**config.mk**
```make
export PLATFORM = sky130hd
export DESIGN_NAME = elastic_context_sequencer
export DESIGN_NICKNAME = d
export VERILOG_FILES = /design/src/rtl/elastic_context_sequencer.sv
export SDC_FILE = /design/constraint.sdc
export NUM_CORES = 2
export LEC_CHECK = 0
export BUFFER_PORTS_ARGS = -buffer_cell sky130_fd_sc_hd__buf_2
export CORE_AREA = 10 10 392 394
export DETAILED_ROUTE_END_ITERATION = 7
export DIE_AREA = 0 0 402 404
export GPL_ROUTABILITY_DRIVEN = 0
export PLACE_DENSITY = 0.77
export SYNTH_ARGS = -nofsm -noshare
export SYNTH_HDL_FRONTEND = slang
export SYNTH_SLANG_ARGS = --single-unit
```
**constraint.sdc**
```tcl
create_clock -name clk -period 3.97 [get_ports clk]
set_input_delay 0.5955 -clock clk [delete_from_list [all_inputs] [get_ports clk]]
set_output_delay 0.5955 -clock clk [all_outputs]
set_load 0.05 [all_outputs]
```
**src/rtl/elastic_context_sequencer.sv**
```systemverilog
// Elastic context sequencer: per-stage context pointers over a shared config memory,
// with stage-to-stage ordering and a bounded lead of stage 0 over the last stage.
module elastic_context_sequencer #(
  parameter int unsigned STAGE_NUM    = 4,
  parameter int unsigned CONTEXT_SIZE = 16,
  parameter int unsigned CONFIG_WIDTH = 64,
  parameter int unsigned ITER_W       = 16,
  parameter int unsigned SKEW_MAX     = 2 * CONTEXT_SIZE,
  localparam int unsigned CTX_W       = $clog2(CONTEXT_SIZE)
) (
  input  logic                              clk,
  input  logic                              reset_n,
  input  logic                              write_config_data,
  input  logic [CTX_W-1:0]                  config_index,
  input  logic [CONFIG_WIDTH-1:0]           config_data,
  input  logic                              start_exec,
  input  logic [CTX_W-1:0]                  mapping_context_max_id,
  input  logic [ITER_W-1:0]                 iteration_num,
  input  logic [STAGE_NUM-1:0]              switch_context,
  output logic [STAGE_NUM*CTX_W-1:0]        stage_context_id,
  output logic [STAGE_NUM*CONFIG_WIDTH-1:0] stage_config_data,
  output logic [STAGE_NUM-1:0]              stage_enable,
  output logic                              busy,
  output logic                              done
);

  localparam int unsigned CNT_W = ITER_W + CTX_W + 1;
  localparam int unsigned DEPTH = 1 << CTX_W;

  localparam logic [1:0] S_IDLE = 2'd0;
  localparam logic [1:0] S_RUN  = 2'd1;
  localparam logic [1:0] S_DONE = 2'd2;

  logic [1:0]              state_q, state_d;
  logic [CNT_W-1:0]        cnt_q [STAGE_NUM];
  logic [CNT_W-1:0]        cnt_d [STAGE_NUM];
  logic [CTX_W-1:0]        ctx_q [STAGE_NUM];
  logic [CTX_W-1:0]        ctx_d [STAGE_NUM];
  logic [CTX_W-1:0]        max_id_q, max_id_d;
  logic [CNT_W-1:0]        total_q, total_d;
  logic                    busy_q, done_q;
  logic [CONFIG_WIDTH-1:0] mem_q [DEPTH];

  logic                    run_c;
  logic [CNT_W-1:0]        lead_c;
  logic [STAGE_NUM-1:0]    en_c;
  logic                    wr_en_c;

  // Stage enables from registered counts only
  always_comb begin
    run_c  = (state_q == S_RUN);
    lead_c = cnt_q[0] - cnt_q[STAGE_NUM-1];
    en_c   = '0;
    en_c[0] = run_c && (cnt_q[0] < total_q) && (lead_c < CNT_W'(SKEW_MAX));
    for (int k = 1; k < STAGE_NUM; k++) begin
      en_c[k] = run_c && (cnt_q[k] < cnt_q[k-1]);
    end
  end

  assign stage_enable = en_c;
  assign busy         = busy_q;
  assign done         = done_q;

  // Next state: start_exec overrides everything, then accepted switches in RUN
  always_comb begin
    state_d  = state_q;
    cnt_d    = cnt_q;
    ctx_d    = ctx_q;
    max_id_d = max_id_q;
    total_d  = total_q;
    if (start_exec) begin
      max_id_d = mapping_context_max_id;
      total_d  = CNT_W'(iteration_num) * (CNT_W'(mapping_context_max_id) + CNT_W'(1));
      for (int k = 0; k < STAGE_NUM; k++) begin
        cnt_d[k] = '0;
        ctx_d[k] = '0;
      end
      state_d = (iteration_num == '0) ? S_DONE : S_RUN;
    end else if (run_c) begin
      for (int k = 0; k < STAGE_NUM; k++) begin
        if (switch_context[k] && en_c[k]) begin
          cnt_d[k] = cnt_q[k] + CNT_W'(1);
          ctx_d[k] = (ctx_q[k] == max_id_q) ? '0 : ctx_q[k] + CTX_W'(1);
        end
      end
      if (cnt_d[STAGE_NUM-1] == total_q) state_d = S_DONE;
    end
  end

  always_ff @(posedge clk or negedge reset_n) begin
    if (!reset_n) begin
      state_q  <= S_IDLE;
      max_id_q <= '0;
      total_q  <= '0;
      busy_q   <= 1'b0;
      done_q   <= 1'b0;
      for (int k = 0; k < STAGE_NUM; k++) begin
        cnt_q[k] <= '0;
        ctx_q[k] <= '0;
      end
    end else begin
      state_q  <= state_d;
      max_id_q <= max_id_d;
      total_q  <= total_d;
      busy_q   <= (state_d == S_RUN);
      done_q   <= (state_d == S_DONE);
      cnt_q    <= cnt_d;
      ctx_q    <= ctx_d;
    end
  end

  // Config memory: writable only outside RUN, cleared by reset
  assign wr_en_c = write_config_data && !run_c && (32'(config_index) < CONTEXT_SIZE);

  always_ff @(posedge clk or negedge reset_n) begin
    if (!reset_n) begin
      for (int i = 0; i < DEPTH; i++) mem_q[i] <= '0;
    end else if (wr_en_c) begin
      mem_q[config_index] <= config_data;
    end
  end

  for (genvar k = 0; k < STAGE_NUM; k++) begin : g_stage_out
    assign stage_context_id[k*CTX_W +: CTX_W]              = ctx_q[k];
    assign stage_config_data[k*CONFIG_WIDTH +: CONFIG_WIDTH] = mem_q[ctx_q[k]];
  end

endmodule

```
**Yosys cells after proc, flatten, opt, wreduce, memory -nomap -nowiden**

Cells that the tools add are included.

- $mul: 1
- Magnitude comparators: 11
- Reduce and logical (&&, ||, !) cells: 22
- Multiplexer cells: 37
- Bitwise logic cells: 5
- Add/sub/neg operators: 10
- Equality and inequality tests: 8

Operators with widths:

| kind | number |
|---|---|
| 64-bit binary-select mux with 4-bit select | 4 |
| 1024-bit bitwise mux | 1 |
| 64-bit two-way mux | 9 |
| 64-bit demux with 4-bit select | 1 |
| 84-bit two-way mux | 2 |
| 21-bit two-way mux | 6 |
| 21-bit by 1-bit adder with 21-bit output (second input constant) | 4 |
| 21-bit less-than comparator | 4 |
| 16-bit two-way mux | 2 |
| 4-bit two-way mux | 8 |
| 5-bit >= comparator (second input constant) | 5 |
| 4-bit inverter with 5-bit output | 5 |
| 21-bit equality test | 1 |
| 21-bit by 6-bit less-than comparator with 1-bit output (second input constant) | 1 |
| 16-bit by 5-bit multiplier with 21-bit output | 1 |
| 21-bit subtractor | 1 |
| 4-bit by 1-bit adder with 4-bit output (second input constant) | 4 |
| 4-bit equality test | 4 |
| 16-bit zero test | 1 |
| 1-bit logical AND | 11 |
| 2-bit nonzero test | 5 |
| 2-bit two-way mux | 4 |
| 2-bit AND reduction | 4 |
| 4-bit by 1-bit adder with 5-bit output (second input constant) | 1 |
| other kinds (4) | 5 |

- Flip-flop bits (word level): 1153
- Bits of input ports: 96
- Logic and storage cells: 123
- Output and inout port bits: 278

**Longest topological paths before layout**

- Word-level depth: 11
- Depth in mapped cells: 20

**Worst setup path before layout**

OpenSTA, ideal clock, no wires.

- Kind: input -> register
- Start: input mapping_context_max_id[0]
- End: register total_q[20]
- Slack: -1622 ps
- Setup time: 69 ps
- Stages on the path: 19
- Arrival time: 5522 ps
- Required time: 3901 ps
- Cells stage by stage: ha_1 > xor2_1 > clkbuf_1 > nand2_1 > fa_1 > fa_1 > fa_1 > inv_1 > ha_1 > a21o_1 > a21o_1 > a2111oi_0 > or3_1 > a31oi_1 > and4_1 > o31a_1 > o21a_1 > or4_1 > nand3_1

- Cells in the longest elaborated chain, start to end: 2

Ends and longest elaborated chain:

| what | line | text |
|---|---|---|
| start: declaration | 17 | `input logic [CTX_W-1:0] mapping_context_max_id,` |
| 4-bit by 1-bit adder with 5-bit output | 73 | `total_d = CNT_W'(iteration_num) * (CNT_W'(mapping_context_max_id) + CNT_W'(1));` |
| 16-bit by 5-bit multiplier with 21-bit output | 73 |  |
| end signal: assignment | 104 | `total_q <= total_d;` |
| end: declaration | 40 | `logic [CNT_W-1:0] total_q, total_d;` |

No other way between the ends.
A chain may end at the register's enable or synchronous reset.

**Worst setup path after layout**

- Start: input mapping_context_max_id[1]
- End: register total_q[20]

The elaborated chain is that of the path after synthesis.

==> out/qor.yml <==
setup_path:
  cpMaxStageDelayCell: "fa_1"
  critical_path_buf_inv_count: 2
  worst_ep_arrival_time_ns: 5.16
  cp.required_ns: 4.69
  path_cells: "buf_8 -> ha_4 -> xor2_4 -> nand2_2 -> fa_1 -> fa_1 -> fa_1 -> inv_2 -> ha_4 -> a21o_1 -> a21o_1 -> a2111oi_4 -> or3_4 -> a31oi_4 -> and4_1 -> o31a_1 -> o21a_1 -> or4_1 -> nand3_1"
  worstReg2RegStart: "cnt_q[1]"
  r2r_cells: 13
  cp-start-kind: "input port"
  critPathCaptureType: "register"
  cp_common_cell: "fa_1"
  r2r_setup_slack_ns: 0.03
  max_stage_delay_ns: 0.53
  critPathTopFamily: "adder cells"
  critPathKind: "input port to register"
  worstReg2RegEnd: "cnt_q[82]"
  crit_fanout: 6
power:
  clkPwrFrac_pct: 34.9
  p_per_area_nw_per_um2: 394.5
  seq_power_share_pct: 33.7
  p_switching_uw: 12730
  intPower_uw: 24530
  peakVddDrop_uv: 383.8
  leakage_uw: 0.03964
  power_uw: 37260
  netSwitchingFraction_pct: 34.16
  comb_power_share_pct: 31.4
cts:
  clock-sinks: 1153
  cts_max_level: 4
  cts_buffers: 135
  clkLatencyLatePin_ns: 0.81
  clockRootBuffer: "clkbuf_16"
  cts_tree: "built"
  clk_pin_slew_ns: 0.06
  clockBufferDepth: 3
detailed_routing:
  ant_nets: 0
  post-route-drc-count: 1
  via_per_inst: 7.448
  dr.pass1.iters: 8
  post_drt_wl_per_cell_um: 32.26
  drt_iter0_markers: 8485
  drt_wl_total_um: 289700
  num_vias: 66891
floorplanning:
  initial_core_util_pct: 56.72
  rows: 140
  core_area_um2: 145400
  dieArea_um2: 162400
  die_w_um: 402
  die_h_um: 404
  num_io_pins: 374
finish:
  utilization_pct: 64.95
  register_area_um2: 28920
  n_fill_cell: 10510
  multiInputGateArea_um2: 51600
  drive_gt1_share_pct: 42.03
  final_nets: 7222
  synthToLayoutAreaGrowth_pct: 14.50
logic_synthesis:
  synth-seq-cells: 1153
  avgSynthCellArea_um2: 12.39
  synthAdderAreaFrac_pct: 3.098
  yosysTopAreaCellShare_pct: 34.98
  syn_nets: 6929
  synth-simple-area-share_pct: 4.471
  netlist_area_um2: 82470
  synth_top_family_by_area: "multiplexers"
  synthMuxAreaShare_pct: 42.88
  yosys.area.top_type: "dfrtp_1"
  syn_inst: 6654
  synth_flop_cell: "dfrtp_1"
  ys_async_sr_fraction_pct: 100.0
  synth_xor_area_share_pct: 0.9679
  seq_area_frac_synth_pct: 34.98
  synth_most_common_cell: "dfrtp_1"
  yosys_warnings: 0
  synthTopCellsByArea: "dfrtp_1, mux4_2, mux2_2"
  synthDistinctLibCells: 88
  synth_compound_area_share_pct: 10.06
  synth_edf_count: 0
  ys_top_cells_by_count: "dfrtp_1, mux2_2, mux2i_1"
grt:
  overflow: 0
  grt_max_degree: 147
  first_global_vias: 67788
  grt_usage_pct: 34.63
  antenna_found_initial: 35
  grt_pass1_wl_um: 431900
sta:
  hold_violations: 0
  slew_headroom_pct: 21.17
  min_period_ns: 4.440
  fin_skew_ns: 0.02227
  holdWs_ns: 0.1209
  fin_crit_sh_pct: 111.8
  grt_setup_unrepaired: "true"
  setup_slack_ns: -0.4702
  setup_viol: 12
  max_freq_mhz: 225.2
  worst_pin_slew_ns: 1.182
  final_max_slew_viol_count: 0
min_path:
  hold_depth: 2
  holdPathEnd: "max_id_q[2]"
  hp-start: "mapping_context_max_id[2]"
  min_path_type: "input port to register"
run_status:
  violations: "design-rule violations, negative setup slack"
  status: "complete, but fails checks"
place:
  port_buffers: 373
  dpl.hpwl_um: 177300
  place_ws_ns: -1.345
run:
  maxCapViolations: 0
-- worst reg2reg max path, cell delays in order (launching register included) --
cell	delay, ns
dfrtp_1	0.39
inv_2	0.09
ha_4	0.20
a211o_4	0.37
a21oi_4	0.29
buf_4	0.17
buf_4	0.10
o211ai_1	0.14
a31oi_2	0.21
xnor2_2	0.11
or4b_4	0.55
or3b_4	0.41
or4_4	0.49
mux2_4	0.30
-- timing repair --
| item | CTS | global route |
|---|---|---|
| endpoints found under the hold margin | 28 | 0 |
| setup buffers | 18 | 36 |
| gates resized for setup | 54 | 101 |
| hold buffers | 1 | 0 |
| setup endpoints to repair | 57 | 73 |
| pin swaps | 14 | 49 |
| gates cloned | 2 | 0 |
-- state kept, by name, summed over array words and instances (netlist names) --
signal and count:
max_id_q 4, total_q 21, busy 1, state_q 2, cnt_q 84, done 1
stage_context_id 16, mem_q 1024
-- worst max-delay path by stage --
stage                                    startpoint          end  cells after the start
after floorplan           mapping_context_max_id[0]  total_q[20]                     19
after global placement    mapping_context_max_id[1]  total_q[20]                     19
after detailed placement  mapping_context_max_id[1]  total_q[20]                     19
after CTS                 mapping_context_max_id[1]  total_q[20]                     19
after global routing      mapping_context_max_id[1]  total_q[20]                     19
final                     mapping_context_max_id[1]  total_q[20]                     19
-- cell usage in the layout (no fill, tap or decap), drive strengths merged, types with 26 or more instances in the layout --
cell and instances:
dfrtp 1153, mux2 1100, buf 763, mux2i 711, mux4 704, a221oi 326
o21ai 314, nand2 313, a22oi 191, clkbuf 186, inv 172, a21oi 148
ha 137, nor2 122, xnor2 73, and2 55, nand3 53, fa 42
a21o 35, clkinv 35, nand4 31, nor3 31, nand2b 26
-- area by class of cell --
cell class                      count  share of cell area, %
Tap cell                         1917                  2.540
Antenna cell                        9                0.02385
Sequential cell                  1153                  30.62
Clock buffer                      185                  4.053
Multi-Input combinational cell   4728                  54.64
Clock inverter                     60                 0.8003
Timing Repair Buffer              765                  6.657
Inverter                          164                 0.6651
-- power by group through the flow --
stage / Clock, uW / Combinational (uW) / Sequential (uW)
finish: 13000 / 11700 / 12600
global route: 13500 / 12300 / 12600
CTS: 13100 / 11000 / 12600
detailed placement: 0 / 10500 / 12800
global placement: 0 / 10400 / 12800
floorplan: 0 / 7260 / 12500
-- routing by layer --
metal  vias up  global-route usage (%)  wire length, um
met1     33619                   43.97           102800
met5         -                  0.3508              314
li1      26852                       -                -
met4        38                   20.58            20330
met2      4983                   51.75           126900
met3      1399                   11.29            39340
-- kinds of logic (layout without fill, tap and decap cells) --
family                     after synthesis  in the layout
AOI/OAI and AO/OA                     1183           1183
and+or+nand+nor                        761            763
other                                    0              9
adders and majority gates              179            179
buffers and inverters                  775           1174
DFF                                   1153           1153
muxes                                 2515           2515
xor gates and xnor gates                88             88
-- per-stage QoR --
step / std cells / cell area (um^2) / TNS, ns
after global placement: 8670 / 88480 / -9.607
after global routing: 8978 / 94430 / -3.413
after CTS: 8936 / 93560 / -1.283
after floorplan: 6654 / 82630 / -5.562
final: 8981 / 94430 / -2.097
after detailed placement: 8670 / 88480 / -10.76
(Power assumes the default switching activity.)
